==> config.mk <==
export PLATFORM = sky130hd
export DESIGN_NAME = button_event
export DESIGN_NICKNAME = d
export VERILOG_FILES = /design/src/rtl/button_event.sv
export SDC_FILE = /design/constraint.sdc
export NUM_CORES = 1
export LEC_CHECK = 0
export BUFFER_PORTS_ARGS = -buffer_cell sky130_fd_sc_hd__buf_2
export CORE_MARGIN = 5
export CORE_UTILIZATION = 35
export DETAILED_ROUTE_END_ITERATION = 16
export PLACE_DENSITY = 0.52
export REMOVE_ABC_BUFFERS = 1
export SYNTH_ARGS = -nofsm -noshare
export SYNTH_HDL_FRONTEND = slang
export SYNTH_SLANG_ARGS = --single-unit
==> constraint.sdc <==
create_clock -name clk -period 2.04 [get_ports clk]
set_clock_uncertainty 0.2 [all_clocks]
set_input_delay 0.612 -clock clk [delete_from_list [all_inputs] [get_ports clk]]
set_output_delay 0.612 -clock clk [all_outputs]
set_load 0.02 [all_outputs]
==> src/rtl/button_event.sv <==
// Classifies a debounced button level into short, double and long press events.
// A single shared counter times both the hold duration and the release gap.
module button_event #(
  parameter int unsigned CLK_FREQ = 50000000,
  parameter int unsigned LONG_MS  = 1000,
  parameter int unsigned GAP_MS   = 250
) (
  input  logic clk,
  input  logic rst_n,
  input  logic btn,
  output logic short_press,
  output logic double_press,
  output logic long_press,
  output logic held
);

  localparam int unsigned CYC_PER_MS = CLK_FREQ / 1000;
  localparam int unsigned LONG_CYC   = CYC_PER_MS * LONG_MS;
  localparam int unsigned GAP_CYC    = CYC_PER_MS * GAP_MS;
  localparam int unsigned MAX_CYC    = (LONG_CYC > GAP_CYC) ? LONG_CYC : GAP_CYC;
  localparam int unsigned CW         = $clog2(MAX_CYC + 1);

  localparam logic [CW-1:0] LONG_LAST = CW'(LONG_CYC - 1);
  localparam logic [CW-1:0] GAP_LAST  = CW'(GAP_CYC - 1);
  localparam logic [CW-1:0] CNT_MAX   = {CW{1'b1}};

  typedef enum logic [2:0] {
    StIdle,
    StPress1,
    StWaitGap,
    StPress2,
    StLong
  } state_e;

  state_e        state;
  logic [CW-1:0] cnt;
  logic [CW-1:0] cnt_inc;
  logic          btn_q;
  logic          rise;
  logic          fall;

  assign rise = btn & ~btn_q;
  assign fall = ~btn & btn_q;

  // Saturate rather than wrap; terminal compares normally leave the state first.
  assign cnt_inc = (cnt == CNT_MAX) ? cnt : cnt + CW'(1);

  always_ff @(posedge clk or negedge rst_n) begin
    if (!rst_n) begin
      state        <= StIdle;
      cnt          <= '0;
      btn_q        <= 1'b0;
      short_press  <= 1'b0;
      double_press <= 1'b0;
      long_press   <= 1'b0;
      held         <= 1'b0;
    end else begin
      btn_q        <= btn;
      short_press  <= 1'b0;
      double_press <= 1'b0;
      long_press   <= 1'b0;

      unique case (state)
        StIdle: begin
          cnt <= '0;
          if (rise) begin
            state <= StPress1;
          end
        end

        StPress1: begin
          // Release beats the long-press threshold when both land together.
          if (fall) begin
            state <= StWaitGap;
            cnt   <= '0;
          end else if (btn && (cnt == LONG_LAST)) begin
            state      <= StLong;
            cnt        <= '0;
            long_press <= 1'b1;
            held       <= 1'b1;
          end else begin
            cnt <= cnt_inc;
          end
        end

        StLong: begin
          if (fall) begin
            state <= StIdle;
            held  <= 1'b0;
          end
        end

        StWaitGap: begin
          // A second press beats the gap timeout when both land together.
          if (rise) begin
            state <= StPress2;
            cnt   <= '0;
          end else if (cnt == GAP_LAST) begin
            state       <= StIdle;
            cnt         <= '0;
            short_press <= 1'b1;
          end else begin
            cnt <= cnt_inc;
          end
        end

        StPress2: begin
          if (fall) begin
            state        <= StIdle;
            double_press <= 1'b1;
          end
        end

        default: begin
          state <= StIdle;
          cnt   <= '0;
          held  <= 1'b0;
        end
      endcase
    end
  end

endmodule

==> results of run 1 <==
## logic make-up (layout without fill, tap and decap cells)
| group | after synthesis | count (layout) | synth area share |
|---|---|---|---|
| compound gates | 17 | 17 | 0.0590 |
| xor+xnor | 23 | 23 | 0.109 |
| fa+ha+maj | 1 | 1 | 0.00678 |
| buf+inv | 8 | 61 | 0.0258 |
| flops | 34 | 34 | 0.461 |
| mux | 1 | 1 | 0.00542 |
| simple gates | 111 | 111 | 0.333 |
## final cells by class
class	instances	area [um2]
inverter	3	11.3
timing repair buffer	50	398
fill	513	2700
clock buffer	6	82.6
multi-input combinational	153	962
sequential	34	851
tap	70	87.6
clock inverter	2	12.5
## what timing repair did
action	4_1_cts	5_1_grt
setup buffers	2	0
hold endpoints to repair	0	0
gates resized for setup	2	3
setup endpoints to repair	28	31
pin swaps	1	1
hold buffers	0	0
## how the worst max path moves through the flow
stage                    to  slack [ns]
floorplan            cnt[8]       -0.34
global placement    cnt[10]       -0.21
detailed placement   cnt[4]       -0.25
CTS                  cnt[4]       -0.26
global route         cnt[4]       -0.38
finish               cnt[3]       -0.25
## power groups by stage
stage	clock network [mW]	logic [mW]	registers, mW
5_1_grt	0.582	0.870	0.763
2_1_floorplan	0	0.338	0.803
3_5_place_dp	0	0.762	0.768
3_3_place_gp	0	0.763	0.768
6_report	0.527	0.788	0.755
4_1_cts	0.545	0.794	0.755
## worst reg2reg max path: cells and delay by family (launching register included)
kind                   cells  cell delay [ns]
AO/OA/AOI/OAI              1             0.32
AND/OR/NAND/NOR            5             1.12
flip-flops                 1             0.38
buffers and inverters      1             0.15
## flip-flops by register name, summed over array words and instances, names as in the netlist
signal and count:
double_press 1, long_press 1, held 1, state 3
short_press 1, cnt 26, btn_q 1
## through the flow
| stage | cells | utilization |
|---|---|---|
| 2_1_floorplan | 190 | - |
| 3_3_place_gp | 308 | 0.446 |
| 3_5_place_dp | 308 | 0.446 |
| 4_1_cts | 318 | 0.470 |
| 5_1_grt | 318 | 0.471 |
| 6_report | 318 | 0.471 |
## routing by layer
metal	vias up	share of wire	wire length, um	global-route usage
met5	-	0	0	0
met4	0	0.0086	38	0.0343
met3	5	0.033	145	0.0369
met2	24	0.47	2090	0.241
met1	772	0.49	2150	0.209
li1	803	-	-	-
## cell usage in the layout (no fill, tap or decap), types with 2 or more instances in the layout
cell	count
a21oi_1	5
and3_1	6
and4_1	3
buf_12	3
buf_2	6
buf_4	41
clkbuf_8	6
dfrtp_1	34
inv_1	3
nand2_1	13
nand2b_1	3
nand3_1	14
nand4_1	14
nand4b_1	2
nor2_1	29
nor2_2	2
nor2b_1	2
nor3_1	9
nor3b_1	2
nor4_1	4
o21ai_0	3
xnor2_1	3
xor2_1	20
==> key figures, run 1 <==
Placement
  – Post-DP HPWL: 3410 um
  – Gp weighted congestion: 0.854
  – Port bufs: 6
  – Pre-CTS setup slack: -0.253 ns
  – Placed instance area: 2280 um2

Logic synthesis
  – Largest area contributor in the netlist: dfrtp_1
  – Most frequent cell after synthesis: dfrtp_1
  – Mapped Avg Cell Area: 9.46 um2
  – Ys async rst share: 1.00
  – Netlist cell types: 38
  – Ranking of synthesized cells by area: dfrtp_1 (46%), xor2_1 (9.5%), nor2_1 (6.3%)
  – Synth Instances: 195
  – FF+latch count, synth: 34
  – Post-Syn Area: 1850 um2
  – Post-synthesis sequential area ratio: 0.461
  – Synth top area share: 0.461
  – Yosys warns: 0
  – Synth Flop Type: dfrtp_1
  – Number of flops mapped to enable cells by yosys: 0
  – Most frequent cells after synthesis: dfrtp_1 (34), nor2_1 (31), xor2_1 (20)

Cells and area
  – # diodes: 0
  – Share of layout cells above drive strength 1: 0.266
  – Post-route cell area: 2400 um2
  – Area Growth Syn to Fin: 30.3%
  – Nets: 251

Critical path
  – CP Launch Point: cnt[8]
  – CP Data Arrival Time: 2.26 ns
  – Minimum setup slack among reg-to-reg paths: -0.25 ns
  – Worst Setup Path Type: flop to flop
  – R2R Path End: cnt[3]
  – Delay-heaviest family, CP: simple AND/OR/NAND/NOR gates
  – CP Cell Sequence: or4b_4, nor4_4, nand4_1, a22o_4, nor2_8, buf_12, nor2_1
  – Crit start category: flop
  – Critical path's slowest cell: or4b_4
  – WP data required: 2.01 ns
  – Origin of the critical flop-to-flop path: cnt[8]
  – Worst R2R Path Depth: 7
  – Crit path max fanout: 15
  – Worst Path Buf+Inv: 1
  – Type of element capturing the critical path: flop
  – Critical Path Stages: 7
  – Slowest stage delay, CP: 0.54 ns

Clock tree
  – CTS Buf Count: 5
  – Clock tree buffer depth: 2
  – Worst-skew pair later-pin latency: 0.29 ns
  – CTS root buf: clkbuf_8
  – Reg clk slew, reported paths: 0.08 ns
  – Sink Count: 34
  – H-tree levels: 2
  – CTS tree: built

Die
  – Die Span Y: 82.6 um
  – Row count: 26
  – Die area: 6830 um2
  – Core area: 5110 um2
  – Initial Util: 0.361
  – Die width: 82.6 um
  – IO Count: 7

Power
  – Combinational share of power: 0.381
  – Internal: 1.37 mW
  – Net Sw Frac: 0.340
  – Total chip power: 2.07 mW
  – Peak supply drop: 0.536 mV
  – Cell Pwr Density: 861 nW/um2
  – Part of the power in registers: 0.365
  – Switching pwr: 703 uW
  – Leakage power: 1.07 nW
  – Clock power share: 0.255

Global routing
  – GRT Residual Overflow: 0
  – Initial antenna violation count: 0
  – Largest net degree at the start of global routing: 19
  – Vias in the first global route: 1,627
  – First-pass GRT wire length: 7820 um
  – All-layer global routing usage: 0.152

Route
  – Number of iterations in the first detailed-routing pass: 4
  – Post-Route WL: 4420 um
  – DR vias/cell: 5.04
  – Remaining DRCs: 0
  – WL per Instance: 13.9 um
  – Detailed Route Iter0 Violations: 63
  – DR vias: 1,604
  – DRT antenna net count: 0

Timing
  – Max-slew violation count: 0
  – Final setup viols: 28
  – Fin Setup TNS: -6.48 ns
  – Min Tclk post-route: 2.29 ns
  – Max-slew headroom: 0.721
  – Worst hold margin: 0.0519 ns
  – Final Hold Fails: 0
  – Setup WS post-layout: -0.250 ns
  – Tcrit/Tclk final: 1.12
  – Highest Clock Rate: 437 MHz
  – Unrepaired setup endpoints after global routing: yes
  – Worst-Margin Slew: 0.419 ns

Worst hold path
  – Worst hold path type: primary input to asynchronous set/reset pin

Job
  – Max-cap violation count: 0

Status
  – Failing checks: setup timing
  – Outcome: finished, violations left
Note: power is estimated with default switching activity, not from simulation.
==> inputs of run 2 (changes only) <==
Settings changed: GPL_TIMING_DRIVEN set to 0.
==> run 2 against run 1 <==
  * Sequential share of layout area rose by 1.5 points
  * Non-clock buffer count fell by 29
  * Sequential cell count unchanged
  * Wire length rose by 1.0%
  * Cell count decreased by 8.2%
  * The run still ends with setup timing left
  * Hold slack better by 0.14 ns
  * Worst setup slack got worse by 0.051 ns
  * Design area down 4.1%
  * Core utilization is 1.9 points lower
  * Critical path depth is the same
  * Sequential power is 7.3% higher
  * Total power grew 1.2%
==> key figures, run 2 (synthesized netlist as in run 1, its figures left out) <==
Clock tree
  – H-tree levels: 2 (unchanged)
  – Hold Buf Count CTS: 0 (unchanged)
  – Reg clk slew, reported paths: 0.07 ns (was 0.08 ns)
  – Worst-skew pair later-pin latency: 0.28 ns (was 0.29 ns)
  – CTS Buf Count: 5 (unchanged)
  – Sink Count: 34 (unchanged)
  – CTS tree: built (unchanged)
  – CTS root buf: clkbuf_8 (unchanged)
  – Clock tree buffer depth: 2 (unchanged)

Timing
  – Worst-Margin Slew: 0.750 ns (was 0.419 ns)
  – Max-slew violation count: 0 (unchanged)
  – Final setup viols: 30 (was 28)
  – Highest Clock Rate: 427 MHz (was 437 MHz)
  – Final Hold Fails: 0 (unchanged)
  – Max-slew headroom: 0.500 (was 0.721)
  – Unrepaired setup endpoints after global routing: yes (unchanged)
  – Tcrit/Tclk final: 1.15 (was 1.12)
  – Min Tclk post-route: 2.34 ns (was 2.29 ns)
  – Setup WS post-layout: -0.301 ns (was -0.250 ns)

Placement
  – Gp weighted congestion: 0.824 (was 0.854)
  – Port bufs: 6 (unchanged)
  – Post-DP HPWL: 2680 um (was 3410 um)
  – Pre-CTS setup slack: -0.755 ns (was -0.253 ns)

Cells and area
  – Most common cell after layout, fill and taps aside: dfrtp_1 (was buf_4)
  – Max reg flops: 26 (unchanged)
  – Top flop regs: cnt x26, state x3 (unchanged)
  – # diodes: 0 (unchanged)
  – Most flops, register: cnt (unchanged)
  – Share of layout cells above drive strength 1: 0.266 (about the same)
  – Nets: 225 (was 251)
  – Area Growth Syn to Fin: 25.0% (was 30.3%)
  – Most frequent cells in the layout: dfrtp_1 (34), nor2_1 (20), xor2_1 (20) (was buf_4 (41), dfrtp_1 (34), nor2_1 (29))

Die
  – Die area: 6830 um2 (unchanged)
  – IO Count: 7 (unchanged)
  – Initial Util: 0.361 (unchanged)
  – Core area: 5110 um2 (unchanged)
  – Die width: 82.6 um (unchanged)
  – Row count: 26 (unchanged)
  – Die Span Y: 82.6 um (unchanged)

Critical path
  – Minimum setup slack among reg-to-reg paths: -0.30 ns (was -0.25 ns)
  – Crit start category: flop (unchanged)
  – Worst R2R Path Depth: 7 (unchanged)
  – Worst Setup Path Type: flop to flop (unchanged)
  – Crit path max fanout: 8 (was 15)
  – Type of element capturing the critical path: flop (unchanged)
  – Origin of the critical flop-to-flop path: cnt[16] (was cnt[8])
  – WP data required: 2.01 ns (about the same)
  – CP Data Arrival Time: 2.31 ns (was 2.26 ns)
  – R2R Path End: cnt[12] (was cnt[3])

Route
  – WL per Instance: 15.3 um (was 13.9 um)
  – Number of iterations in the first detailed-routing pass: 4 (unchanged)
  – DR vias/cell: 5.34 (was 5.04)
  – Post-Route WL: 4470 um (was 4420 um)
  – Detailed Route Iter0 Violations: 90 (was 63)
  – DRT antenna net count: 0 (unchanged)
  – Remaining DRCs: 0 (unchanged)
  – DR vias: 1,558 (was 1,604)

Power
  – Peak supply drop: 0.420 mV (was 0.536 mV)
  – Cell Pwr Density: 908 nW/um2 (was 861 nW/um2)
  – Total chip power: 2.09 mW (was 2.07 mW)
  – Leakage power: 0.925 nW (was 1.07 nW)

Global routing
  – Vias in the first global route: 1,464 (was 1,627)
  – All-layer global routing usage: 0.146 (was 0.152)
  – First-pass GRT wire length: 7450 um (was 7820 um)
  – Largest net degree at the start of global routing: 35 (was 19)
  – GRT Residual Overflow: 0 (unchanged)
  – Initial antenna violation count: 0 (unchanged)

Status
  – Outcome: finished, violations left (unchanged)
  – Failing checks: setup timing (unchanged)

Job
  – Max-cap violation count: 0 (unchanged)

Worst hold path
  – Worst hold path type: primary input to asynchronous set/reset pin (unchanged)
## run 2: report_power, final
part / leakage (nW) / switching, mW / internal, mW / total, mW
combinational: 0.411 / 0.446 / 0.326 / 0.772
sequential: 0.466 / 0.0891 / 0.721 / 0.810
clock: 0.0482 / 0.240 / 0.272 / 0.512
## run 2: what timing repair did
item | CTS | global route
buffers inserted | 7 | 8
setup endpoints to repair | 30 | 31
gates cloned | 2 | 1
gates resized for setup | 10 | 22
pin swaps | 32 | 6
## run 2: area by class of cell
class | instances | area (um2)
well taps | 70 | 87.6
clock buffers | 7 | 86.3
fillers | 518 | 2800
repair buffers | 21 | 154
inverters | 3 | 11.3
clock inverters | 1 | 5.00
flip-flops and latches | 34 | 851
multi-input cells | 156 | 1110
## run 2: through the flow
stage          instances  TNS [ns]  instance area [um2]  hold WS [ns]   util
2_1_floorplan        190     -6.01                 1810         0.116      -
3_3_place_gp         266    -16.20                 1930         0.336  0.377
3_5_place_dp         266    -16.05                 1930         0.342  0.377
4_1_cts              283     -8.73                 2150         0.229  0.420
5_1_grt              292    -10.93                 2310         0.263  0.452
6_report             292     -7.37                 2310         0.191  0.452
## run 2: per-layer routing
metal  vias to the layer above  wire length (um)  GRT usage  share of wire
met5                         -                 0          0              0
met4                         0                44     0.0359         0.0098
met3                         6               190     0.0369          0.043
met2                        34              2080      0.224           0.47
met1                       757              2150      0.204           0.48
li1                        761                 -          -              -
## run 2: worst max path at each step
stage	startpoint	depth (start not counted)	end	slack, ns
after global routing	cnt[16]	7	cnt[3]	-0.42
after global placement	state[0]	6	cnt[8]	-0.77
final	cnt[16]	7	cnt[12]	-0.30
after CTS	cnt[16]	7	cnt[3]	-0.34
after detailed placement	state[0]	6	cnt[8]	-0.76
after floorplan	state[0]	6	cnt[8]	-0.34
## run 2: worst max-delay path, stage by stage, from the launching register on
cell     delay [ns]
dfrtp_1        0.39
or4b_4         0.55
nor4_4         0.17
nand4_1        0.22
a22o_4         0.38
nor2_4         0.14
buf_6          0.14
nor2_1         0.04
==> inputs of run 3 (changes only) <==
==> constraint.sdc (replaced) <==
create_clock -name clk -period 2.04 [get_ports clk]
set_clock_uncertainty 0.2 [all_clocks]
set_input_delay 0.102 -clock clk [delete_from_list [all_inputs] [get_ports clk]]
set_output_delay 0.102 -clock clk [all_outputs]
set_load 0.02 [all_outputs]
==> run 3 against run 2 <==
  * The flow still finishes with violations (setup timing)
  * Via count fell by 0.32%
  * Count of clock-buffer cells in the layout unchanged
  * Register-to-register slack hardly changed
  * Global-route usage about the same
  * Die area did not move
  * Combinational power barely moved
  * Cell count up 0.68%
  * First-iteration DRC count shrank 2.2%
  * Largest cell class unchanged
==> key figures, run 3 (synthesized netlist as in run 1, its figures left out) <==
Status
  – Outcome: finished, violations left (unchanged)
  – Failing checks: setup timing (unchanged)

Worst hold path
  – HP Start: btn
  – Worst hold path type: primary input to flop (was primary input to asynchronous set/reset pin)

Route
  – DR vias: 1,553 (was 1,558)
  – WL per Instance: 15.2 um (was 15.3 um)
  – Post-Route WL: 4460 um (was 4470 um)
  – DRT antenna net count: 0 (unchanged)
  – Number of iterations in the first detailed-routing pass: 4 (unchanged)
  – DR vias/cell: 5.28 (was 5.34)
  – Remaining DRCs: 0 (unchanged)
  – Detailed Route Iter0 Violations: 88 (was 90)

Cells and area
  – Most common cell after layout, fill and taps aside: dfrtp_1 (unchanged)
  – Max reg flops: 26 (unchanged)
  – Post-route cell area: 2330 um2 (was 2310 um2)
  – Area Growth Syn to Fin: 26.1% (was 25.0%)
  – Most frequent cells in the layout: dfrtp_1 (34), nor2_1 (20), xor2_1 (20) (unchanged)
  – Top flop regs: cnt x26, state x3 (unchanged)
  – Share of layout cells above drive strength 1: 0.263 (was 0.266)
  – Most flops, register: cnt (unchanged)
  – # diodes: 0 (unchanged)
  – Nets: 227 (was 225)
  – Post-layout util: 0.456 (was 0.452)
  – Final non-filler cell total: 294 (was 292)

Global routing
  – Initial antenna violation count: 0 (unchanged)
  – First-pass GRT wire length: 7470 um (was 7450 um)
  – GRT Residual Overflow: 0 (unchanged)
  – Vias in the first global route: 1,466 (was 1,464)
  – All-layer global routing usage: 0.146 (about the same)
  – Largest net degree at the start of global routing: 35 (unchanged)

Placement
  – Placed instance area: 1930 um2 (unchanged)
  – Post-DP HPWL: 2680 um (unchanged)
  – Cells after DPL: 266 (unchanged)
  – Gp weighted congestion: 0.824 (unchanged)
  – Port bufs: 6 (unchanged)

Critical path
  – Type of element capturing the critical path: flop (unchanged)
  – CP Cell Sequence: or4b_4, nor4_4, nand4_1, a22o_4, nor2_4, buf_6, nor2_1 (unchanged)
  – Origin of the critical flop-to-flop path: cnt[16] (unchanged)
  – Crit path max fanout: 8 (unchanged)
  – CP Launch Point: cnt[16] (unchanged)
  – Worst Path Buf+Inv: 1 (unchanged)
  – Slowest stage delay, CP: 0.55 ns (about the same)
  – Critical path's slowest cell: or4b_4 (unchanged)
  – Crit start category: flop (unchanged)
  – Worst Setup Path Type: flop to flop (unchanged)
  – WP data required: 2.01 ns (about the same)
  – Delay-heaviest family, CP: simple AND/OR/NAND/NOR gates (unchanged)
  – CP Data Arrival Time: 2.30 ns (was 2.31 ns)

Job
  – Max-cap violation count: 0 (unchanged)

Timing
  – Setup WS post-layout: -0.295 ns (was -0.301 ns)
  – Tcrit/Tclk final: 1.14 (was 1.15)
  – Min Tclk post-route: 2.33 ns (was 2.34 ns)
  – Highest Clock Rate: 428 MHz (was 427 MHz)
  – Final Hold Fails: 0 (unchanged)
  – Final setup viols: 30 (unchanged)
  – Unrepaired setup endpoints after global routing: yes (unchanged)
  – Worst-Margin Slew: 0.750 ns (about the same)
  – Max-slew violation count: 0 (unchanged)
  – Max-slew headroom: 0.500 (about the same)

Die
  – IO Count: 7 (unchanged)
  – Initial Util: 0.361 (unchanged)
  – Die Span Y: 82.6 um (unchanged)
  – Die area: 6830 um2 (unchanged)
  – Die width: 82.6 um (unchanged)
  – Core area: 5110 um2 (unchanged)
  – Row count: 26 (unchanged)

Clock tree
  – CTS tree: built (unchanged)
  – H-tree levels: 2 (unchanged)
  – CTS Buf Count: 5 (unchanged)
  – Reg clk slew, reported paths: 0.07 ns (about the same)
  – CTS root buf: clkbuf_8 (unchanged)
  – Worst-skew pair later-pin latency: 0.28 ns (about the same)
  – Clock tree buffer depth: 2 (unchanged)
  – Sink Count: 34 (unchanged)

Power
  – Clock power share: 0.244 (was 0.245)
  – Net Sw Frac: 0.369 (was 0.370)
  – Internal: 1.32 mW (about the same)
  – Peak supply drop: 0.419 mV (was 0.420 mV)
  – Combinational share of power: 0.369 (was 0.368)
  – Switching pwr: 775 uW (about the same)
  – Leakage power: 0.933 nW (was 0.925 nW)
  – Cell Pwr Density: 901 nW/um2 (was 908 nW/um2)
  – Part of the power in registers: 0.387 (about the same)
## run 3: changes by cell type in the layout (fill, tap and decap cells not counted), sizes merged
cell         change
dlygate4sd3      +2
## run 3: path summary, 6_finish.rpt
path / to / cells after the start / slack [ns]
setup / recovery: cnt[12] / 7 / -0.29
hold / removal: state[0] / 3 / 0.07
setup reg to reg: cnt[12] / 7 / -0.29
hold reg to reg: state[0] / 3 / 0.36
max in group asynchronous: cnt[12] / 2 / 0.94
min in group asynchronous: short_press / 2 / 0.22
## run 3: per-stage QoR
stage	hold WS, ns	power [mW]	setup TNS, ns	setup slack [ns]
finish	0.0705	2.10	-7.23	-0.295
global route	0.0766	2.25	-10.93	-0.415
CTS	0.0287	2.00	-8.73	-0.336
detailed placement	0.0274	1.28	-16.05	-0.755
global placement	0.0259	1.28	-16.20	-0.772
floorplan	-0.394	1.14	-6.01	-0.338
## run 3: worst register-to-register path, delay by kind of cell (launching register included)
kind / cells / cell delay [ns]
AOI/OAI and AO/OA: 1 / 0.38
DFF: 1 / 0.39
buffers and inverters: 1 / 0.14
and+or+nand+nor: 5 / 1.12
## run 3: cell type report
cell class	instances	area [um2]
Sequential cell	34	851
Multi-Input combinational cell	156	1110
Inverter	3	11.3
Clock buffer	7	86.3
Clock inverter	1	5.00
Tap cell	70	87.6
Timing Repair Buffer	23	174
Fill cell	518	2780
## run 3: routing by layer
layer,GRT usage,share of wire,wire (um)
met5,0,0,0
met4,0.0359,0.010,46
met1,0.206,0.49,2170
met2,0.223,0.47,2080
met3,0.0369,0.036,160
## run 3: power groups by stage
stage	clock, mW	combinational (mW)	sequential (mW)
after floorplan	0	0.338	0.803
after global placement	0	0.470	0.812
after detailed placement	0	0.471	0.809
after CTS	0.529	0.674	0.797
after global routing	0.570	0.850	0.826
final	0.512	0.774	0.811
## run 3: timing repair
item	4_1_cts	5_1_grt
pin swaps	32	6
setup endpoints to repair	30	31
cloned	2	1
buffers inserted	7	8
gates resized for setup	10	22
hold buffers	2	0
hold endpoints to repair	36	0
